**src/rtl/id_ex_pipe_reg.sv**
```systemverilog
// -----------------------------------------------------------------------------
// id_ex_pipe_reg
//   ID->EX pipeline register for a 5-stage RV32I core. It captures the decoded
//   control bundle, operands, immediate and register indices from ID every
//   cycle. It also detects a load-use hazard against the instruction already in
//   EX and inserts a bubble when one is found. Branch/jump flush and downstream
//   hold are handled here too.
//
//   Edge priority: flush -> bubble, hold -> retain, load-use -> bubble,
//   otherwise capture ID.
//
// Optional feature (macro ID_EX_BUBBLE_CNT_EN):
//   When defined, the bubble_cnt port exists. The counter saturates and
//   counts only load-use bubbles.
//
// Ports:
//   clk, rst_n          clock (rising edge), async active-low reset
//   id_valid            ID slot holds a real instruction
//   id_pc, id_rs1_data, id_rs2_data, id_imm     XLEN-wide data
//   id_rs1, id_rs2, id_rd, id_funct3            register indices / funct3
//   id_jum .. id_writeback                      decoder control bits
//   flush               redirect from EX, kills the ID instruction
//   hold                stall from MEM/WB, freezes this register
//   load_use_stall      combinational, freezes PC and IF/ID
//   ex_valid, ex_*      registered copy of the ID bundle
//   bubble_cnt          saturating load-use bubble count (macro only)
// -----------------------------------------------------------------------------
module id_ex_pipe_reg #(
  parameter int XLEN  = 32,
  parameter int CNT_W = 16
) (
  input  logic            clk,
  input  logic            rst_n,
  input  logic            id_valid,
  input  logic [XLEN-1:0] id_pc,
  input  logic [XLEN-1:0] id_rs1_data,
  input  logic [XLEN-1:0] id_rs2_data,
  input  logic [XLEN-1:0] id_imm,
  input  logic [4:0]      id_rs1,
  input  logic [4:0]      id_rs2,
  input  logic [4:0]      id_rd,
  input  logic [2:0]      id_funct3,
  input  logic            id_jum,
  input  logic            id_branch,
  input  logic            id_wen_rf,
  input  logic            id_alu_src,
  input  logic            id_en_dmem,
  input  logic            id_load_store,
  input  logic [3:0]      id_alu_ctrl,
  input  logic [2:0]      id_funct3_dmem,
  input  logic [1:0]      id_writeback,
  input  logic            flush,
  input  logic            hold,
  output logic            load_use_stall,
  output logic            ex_valid,
  output logic [XLEN-1:0] ex_pc,
  output logic [XLEN-1:0] ex_rs1_data,
  output logic [XLEN-1:0] ex_rs2_data,
  output logic [XLEN-1:0] ex_imm,
  output logic [4:0]      ex_rs1,
  output logic [4:0]      ex_rs2,
  output logic [4:0]      ex_rd,
  output logic [2:0]      ex_funct3,
  output logic            ex_jum,
  output logic            ex_branch,
  output logic            ex_wen_rf,
  output logic            ex_alu_src,
  output logic            ex_en_dmem,
  output logic            ex_load_store,
  output logic [3:0]      ex_alu_ctrl,
  output logic [2:0]      ex_funct3_dmem,
  output logic [1:0]      ex_writeback
`ifdef ID_EX_BUBBLE_CNT_EN
  ,
  output logic [CNT_W-1:0] bubble_cnt
`endif
);

  // A load in EX (dmem enabled, not a store) writing a non-zero rd forces a
  // stall when either ID source matches. Both sources are always compared,
  // even for formats that lack rs2. This is conservative but cheap. A flush
  // cancels the stall, because the ID instruction is being killed anyway.
  logic ex_is_load;
  logic src_match;

  assign ex_is_load     = ex_valid & ex_en_dmem & ~ex_load_store & ex_wen_rf
                          & (ex_rd != 5'd0);
  assign src_match      = (id_rs1 == ex_rd) | (id_rs2 == ex_rd);
  assign load_use_stall = ex_is_load & id_valid & src_match & ~flush;

  // A bubble is produced by a flush (highest priority) or by a load-use stall
  // that is not overridden by hold.
  logic insert_bubble;
  assign insert_bubble = flush | (~hold & load_use_stall);

  always_ff @(posedge clk or negedge rst_n) begin
    if (!rst_n) begin
      ex_valid       <= 1'b0;
      ex_pc          <= '0;
      ex_rs1_data    <= '0;
      ex_rs2_data    <= '0;
      ex_imm         <= '0;
      ex_rs1         <= '0;
      ex_rs2         <= '0;
      ex_rd          <= '0;
      ex_funct3      <= '0;
      ex_jum         <= 1'b0;
      ex_branch      <= 1'b0;
      ex_wen_rf      <= 1'b0;
      ex_alu_src     <= 1'b0;
      ex_en_dmem     <= 1'b0;
      ex_load_store  <= 1'b0;
      ex_alu_ctrl    <= '0;
      ex_funct3_dmem <= '0;
      ex_writeback   <= '0;
    end else if (insert_bubble) begin
      ex_valid       <= 1'b0;
      ex_pc          <= '0;
      ex_rs1_data    <= '0;
      ex_rs2_data    <= '0;
      ex_imm         <= '0;
      ex_rs1         <= '0;
      ex_rs2         <= '0;
      ex_rd          <= '0;
      ex_funct3      <= '0;
      ex_jum         <= 1'b0;
      ex_branch      <= 1'b0;
      ex_wen_rf      <= 1'b0;
      ex_alu_src     <= 1'b0;
      ex_en_dmem     <= 1'b0;
      ex_load_store  <= 1'b0;
      ex_alu_ctrl    <= '0;
      ex_funct3_dmem <= '0;
      ex_writeback   <= '0;
    end else if (!hold) begin
      ex_valid       <= id_valid;
      ex_pc          <= id_pc;
      ex_rs1_data    <= id_rs1_data;
      ex_rs2_data    <= id_rs2_data;
      ex_imm         <= id_imm;
      ex_rs1         <= id_rs1;
      ex_rs2         <= id_rs2;
      ex_rd          <= id_rd;
      ex_funct3      <= id_funct3;
      // An invalid slot carries its data along, but every control bit is
      // masked. This ensures it can never write the RF or DMEM, or redirect.
      ex_jum         <= id_jum & id_valid;
      ex_branch      <= id_branch & id_valid;
      ex_wen_rf      <= id_wen_rf & id_valid;
      ex_alu_src     <= id_alu_src & id_valid;
      ex_en_dmem     <= id_en_dmem & id_valid;
      ex_load_store  <= id_load_store & id_valid;
      ex_alu_ctrl    <= id_valid ? id_alu_ctrl : 4'd0;
      ex_funct3_dmem <= id_valid ? id_funct3_dmem : 3'd0;
      ex_writeback   <= id_valid ? id_writeback : 2'd0;
    end
  end

`ifdef ID_EX_BUBBLE_CNT_EN
  // Counts only bubbles caused by the load-use rule. Flush bubbles and
  // held stall cycles do not count.
  logic count_bubble;
  assign count_bubble = ~flush & ~hold & load_use_stall;

  always_ff @(posedge clk or negedge rst_n) begin
    if (!rst_n) begin
      bubble_cnt <= '0;
    end else if (count_bubble && (bubble_cnt != {CNT_W{1'b1}})) begin
      bubble_cnt <= bubble_cnt + 1'b1;
    end
  end
`endif

endmodule

```
**config.mk**
```make
export PLATFORM = sky130hd
export DESIGN_NAME = id_ex_pipe_reg
export DESIGN_NICKNAME = d
export VERILOG_FILES = /design/src/rtl/id_ex_pipe_reg.sv
export SDC_FILE = /design/constraint.sdc
export NUM_CORES = 1
export LEC_CHECK = 0
export CAP_MARGIN = 15
export CORE_ASPECT_RATIO = 1.1
export CORE_MARGIN = 3
export CORE_UTILIZATION = 40
export CTS_CLUSTER_SIZE = 16
export DETAILED_ROUTE_END_ITERATION = 8
export PLACE_DENSITY = 0.81
export SLEW_MARGIN = 20
export SYNTH_ARGS = -nofsm -noshare
export SYNTH_HDL_FRONTEND = slang
export SYNTH_SLANG_ARGS = --single-unit
```
**constraint.sdc**
```tcl
create_clock -name clk -period 2.1 [get_ports clk]
set_input_delay 0.21 -clock clk [delete_from_list [all_inputs] [get_ports clk]]
set_output_delay 0.21 -clock clk [all_outputs]
set_load 0.005 [all_outputs]
```
==> impl_results.md <==
* DR vias/cell at 5.78
* F_max at approximately 490 MHz
* Critical path buffers and inverters at 4
* Crit Path Class: flip-flop to flip-flop
* CP max stage delay at 0.44 ns
* Critical path cell sequence: xnor2_1, nand3_1, nor3_2, buf_4, o221ai_4, buf_6, buf_4, buf_8, a32o_1
* Final hold violation count at 0
* Syn nets at 627
* Delay-heaviest family, CP: buffers and inverters
* Root buffer cell: clkbuf_16
* Most frequent cells in the layout: clkdlybuf4s50_1 (326), dfrtp_1 (157), a32o_1 (134)
* Reg power frac at between 40% and 50%
* Global-route wire length before repair at 33.0 mm
* Clk_skew at 0.00936 ns
* CP Max Fanout at 41
* Synth-to-Final Area Change at 68.9%
* # IOs at 329
* Clock Latency Late Sink at 0.41 ns
* # diodes at 0
* Hold Crit Class: primary input to async pin
* Initial Util at 41.6%
* Crit path capture: ex_rs2_data[28]$_DFFE_PN0P_
* Distinct cells, synth at 23
* FF-to-FF Start: ex_rd[4]$_DFFE_PN0P_
* Worst setup EP type: flip-flop
* Post-Syn Instances at 461
* Sequential share of the synthesized area at 63.8%
* Leak at 4.49 nW
* Non-filler instance count after layout at 994
* DP Wirelength at about 15 mm
* Hold WS at 0.279 ns
* Fin nets at 954
* Vias in the first global route at 5970
* Syn Area/Cell at between 10 and 15 sq um
* Mapped Area at 6360 sq um
* Max Root-Sink Buffers at 2
* Routed Antenna Nets at 0
* Max Transition Viols Final at 0
* RePlAce Congestion at 0.850
* Die width at ~130 microns
* Commonest non-fill, non-tap cell in the layout: clkdlybuf4s50_1
* Slew @ Worst Pin at 0.463 ns
* Pwr dens at a little over 700 nW/um^2
* Stages on worst setup path at 9
* Sw Ratio at between 20% and 30%
* Ratio of cells with drive above 1 in the final layout at 10.9%
* Final period util at 96.5%
* # port buffers at 328
* FILL cells at 1041
* CTS tree: yes
* Initial antenna violation count at 0
* Req. time, crit path at around 2.4 ns
* R2R cell count at 9
* Maxcap violations at 0
* Initial DRC Count at 263
* Total Routed Length at roughly 22 mm
* Tot GR Track Use at 23.8%
* Sw Pwr at approximately 1.7 mW
* H-tree level count at 4
* Die height at approximately 140 microns
* Worst-path clk slew at roughly 0.060 ns
* DR WL/cell at 22.1 microns
* RSZ-0062 raised after global routing: false
* 1st-pass router iterations at 6
* Number of synthesized register bits at 162
* GRT overflow at 0
* Overall Power at 7.78 mW
* Largest net degree at the start of global routing at 94
* Origin of the worst setup path: ex_rd[4]$_DFFE_PN0P_
* Site Rows at 47
* CP max-delay cell: dfrtp_2
* Cell total after placement at 956
* Most used cell, CP: buf_4
* Post-layout util at 70.2%
* Cts bufs inserted at 17
* Critical Path Source Type: flip-flop
* Synthesis Warnings at 0
* Internal at about 6 mW
* Residual DRC count at 0
* DR vias at 5742
* Final setup fails at 0
* RR Endpoint: ex_rs2_data[28]$_DFFE_PN0P_
* Slew HR at just under 70%
* Die Area at between 15000 and 20000 sq um
* Status: finished clean
* CTS sink cnt at 162
* Area after DPL at ~10000 sq um
* Clock Power Share at 41.2%
* Period minus WS final at 2.03 ns
* Design area at 10700 sq um
* Combinational Power Share at approximately 15%
* Maximum resistive drop on vdd at 0.579 mV
* Placeable Area at 15300 sq um
* Worst R2R Setup Slack at 0.07 ns
* Worst endpoint data arrival time at 2.32 ns
[sequential cells by signal, indices dropped and copies added (netlist names), 4 cells and up]
signal,flops
ex_rs2,5
ex_pc,32
ex_rs1,5
ex_rs2_data,32
ex_rd,5
ex_rs1_data,32
ex_alu_ctrl,4
ex_imm,32
[cell families after synthesis]
group                     Yosys count  synth area share (%)
AOI/OAI and AO/OA                 163                  25.3
and+or+nand+nor                    59                  4.82
buffers and inverters              67                  4.70
DFF                               162                  63.8
xor gates and xnor gates           10                  1.38
[layer usage]
layer	GRT usage, %	vias up	part of all wire, %
met4	9.94	0	3.1
met5	0	-	0
li1	-	2481	-
met2	41.6	309	53
met3	7.48	52	8.2
met1	26.9	2900	36
[what timing repair did]
item                                    in CTS  in global routing
endpoints found under the hold margin       37                  0
setup buffers                                3                  1
resized for setup                           10                  8
endpoints found under the setup margin       1                132
pin swaps                                    8                  1
hold buffers                                 1                  0
cloned                                       0                  4
[Yosys cell counts (all sizes together)]
cell type / n / area share, %
dfrtp: 162 / 64
a32o: 134 / 21
clkbuf: 38 / 2.2
nand2: 28 / 1.7
o21ai: 18 / 1.4
buf: 17 / 1.8
nand3b: 13 / 1.5
inv: 12 / 0.71
o41ai: 10 / 2.6
nand3: 7 / 0.55
xnor2: 6 / 0.83
xor2: 4 / 0.55
nor2b: 3 / 0.30
nor3: 3 / 0.24
and3b: 2 / 0.28
nand4: 1 / 0.098
nor2: 1 / 0.059
o221ai: 1 / 0.24
or4: 1 / 0.12
[layout make-up]
cell class                      count  area (sq um)  share of cell area, %
Clock inverter                      9           158                   1.47
Clock buffer                       20           447                   4.16
Tap cell                          196           245                   2.28
Sequential cell                   162          4060                   37.8
Multi-Input combinational cell    232          2060                   19.2
Inverter                           12          45.0                  0.420
Timing Repair Buffer              363          3720                   34.7
[power by group through the flow]
stage / clock network [mW] / logic, mW / registers [mW]
6_report: 3.20 / 1.17 / 3.40
5_1_grt: 3.40 / 1.25 / 3.42
4_1_cts: 3.27 / 1.19 / 3.40
3_5_place_dp: 0 / 1.17 / 3.45
3_3_place_gp: 0 / 1.14 / 3.44
2_1_floorplan: 0 / 0.288 / 3.45
[metrics by stage]
stage                     worst slack [ns]  TNS (ns)
after floorplan                      0.258         0
after global placement             -0.0974     -6.61
after detailed placement            -0.154    -15.96
after CTS                          0.00906         0
after global routing               0.00409         0
final                               0.0741         0
[worst min path at each step]
| stage | start | to | slack (ns) | cells after the start |
|---|---|---|---|---|
| after floorplan | rst_n | ex_alu_ctrl[0]$_DFFE_PN0P_ | -0.09 | 0 |
| after global placement | rst_n | ex_imm[22]$_DFFE_PN0P_ | 0.15 | 1 |
| after detailed placement | rst_n | ex_imm[10]$_DFFE_PN0P_ | 0.15 | 1 |
| after CTS | rst_n | ex_imm[27]$_DFFE_PN0P_ | 0.29 | 2 |
| after global routing | rst_n | ex_imm[10]$_DFFE_PN0P_ | 0.30 | 2 |
| final | rst_n | ex_imm[4]$_DFFE_PN0P_ | 0.28 | 2 |
Note: power is estimated with default switching activity, not from simulation.
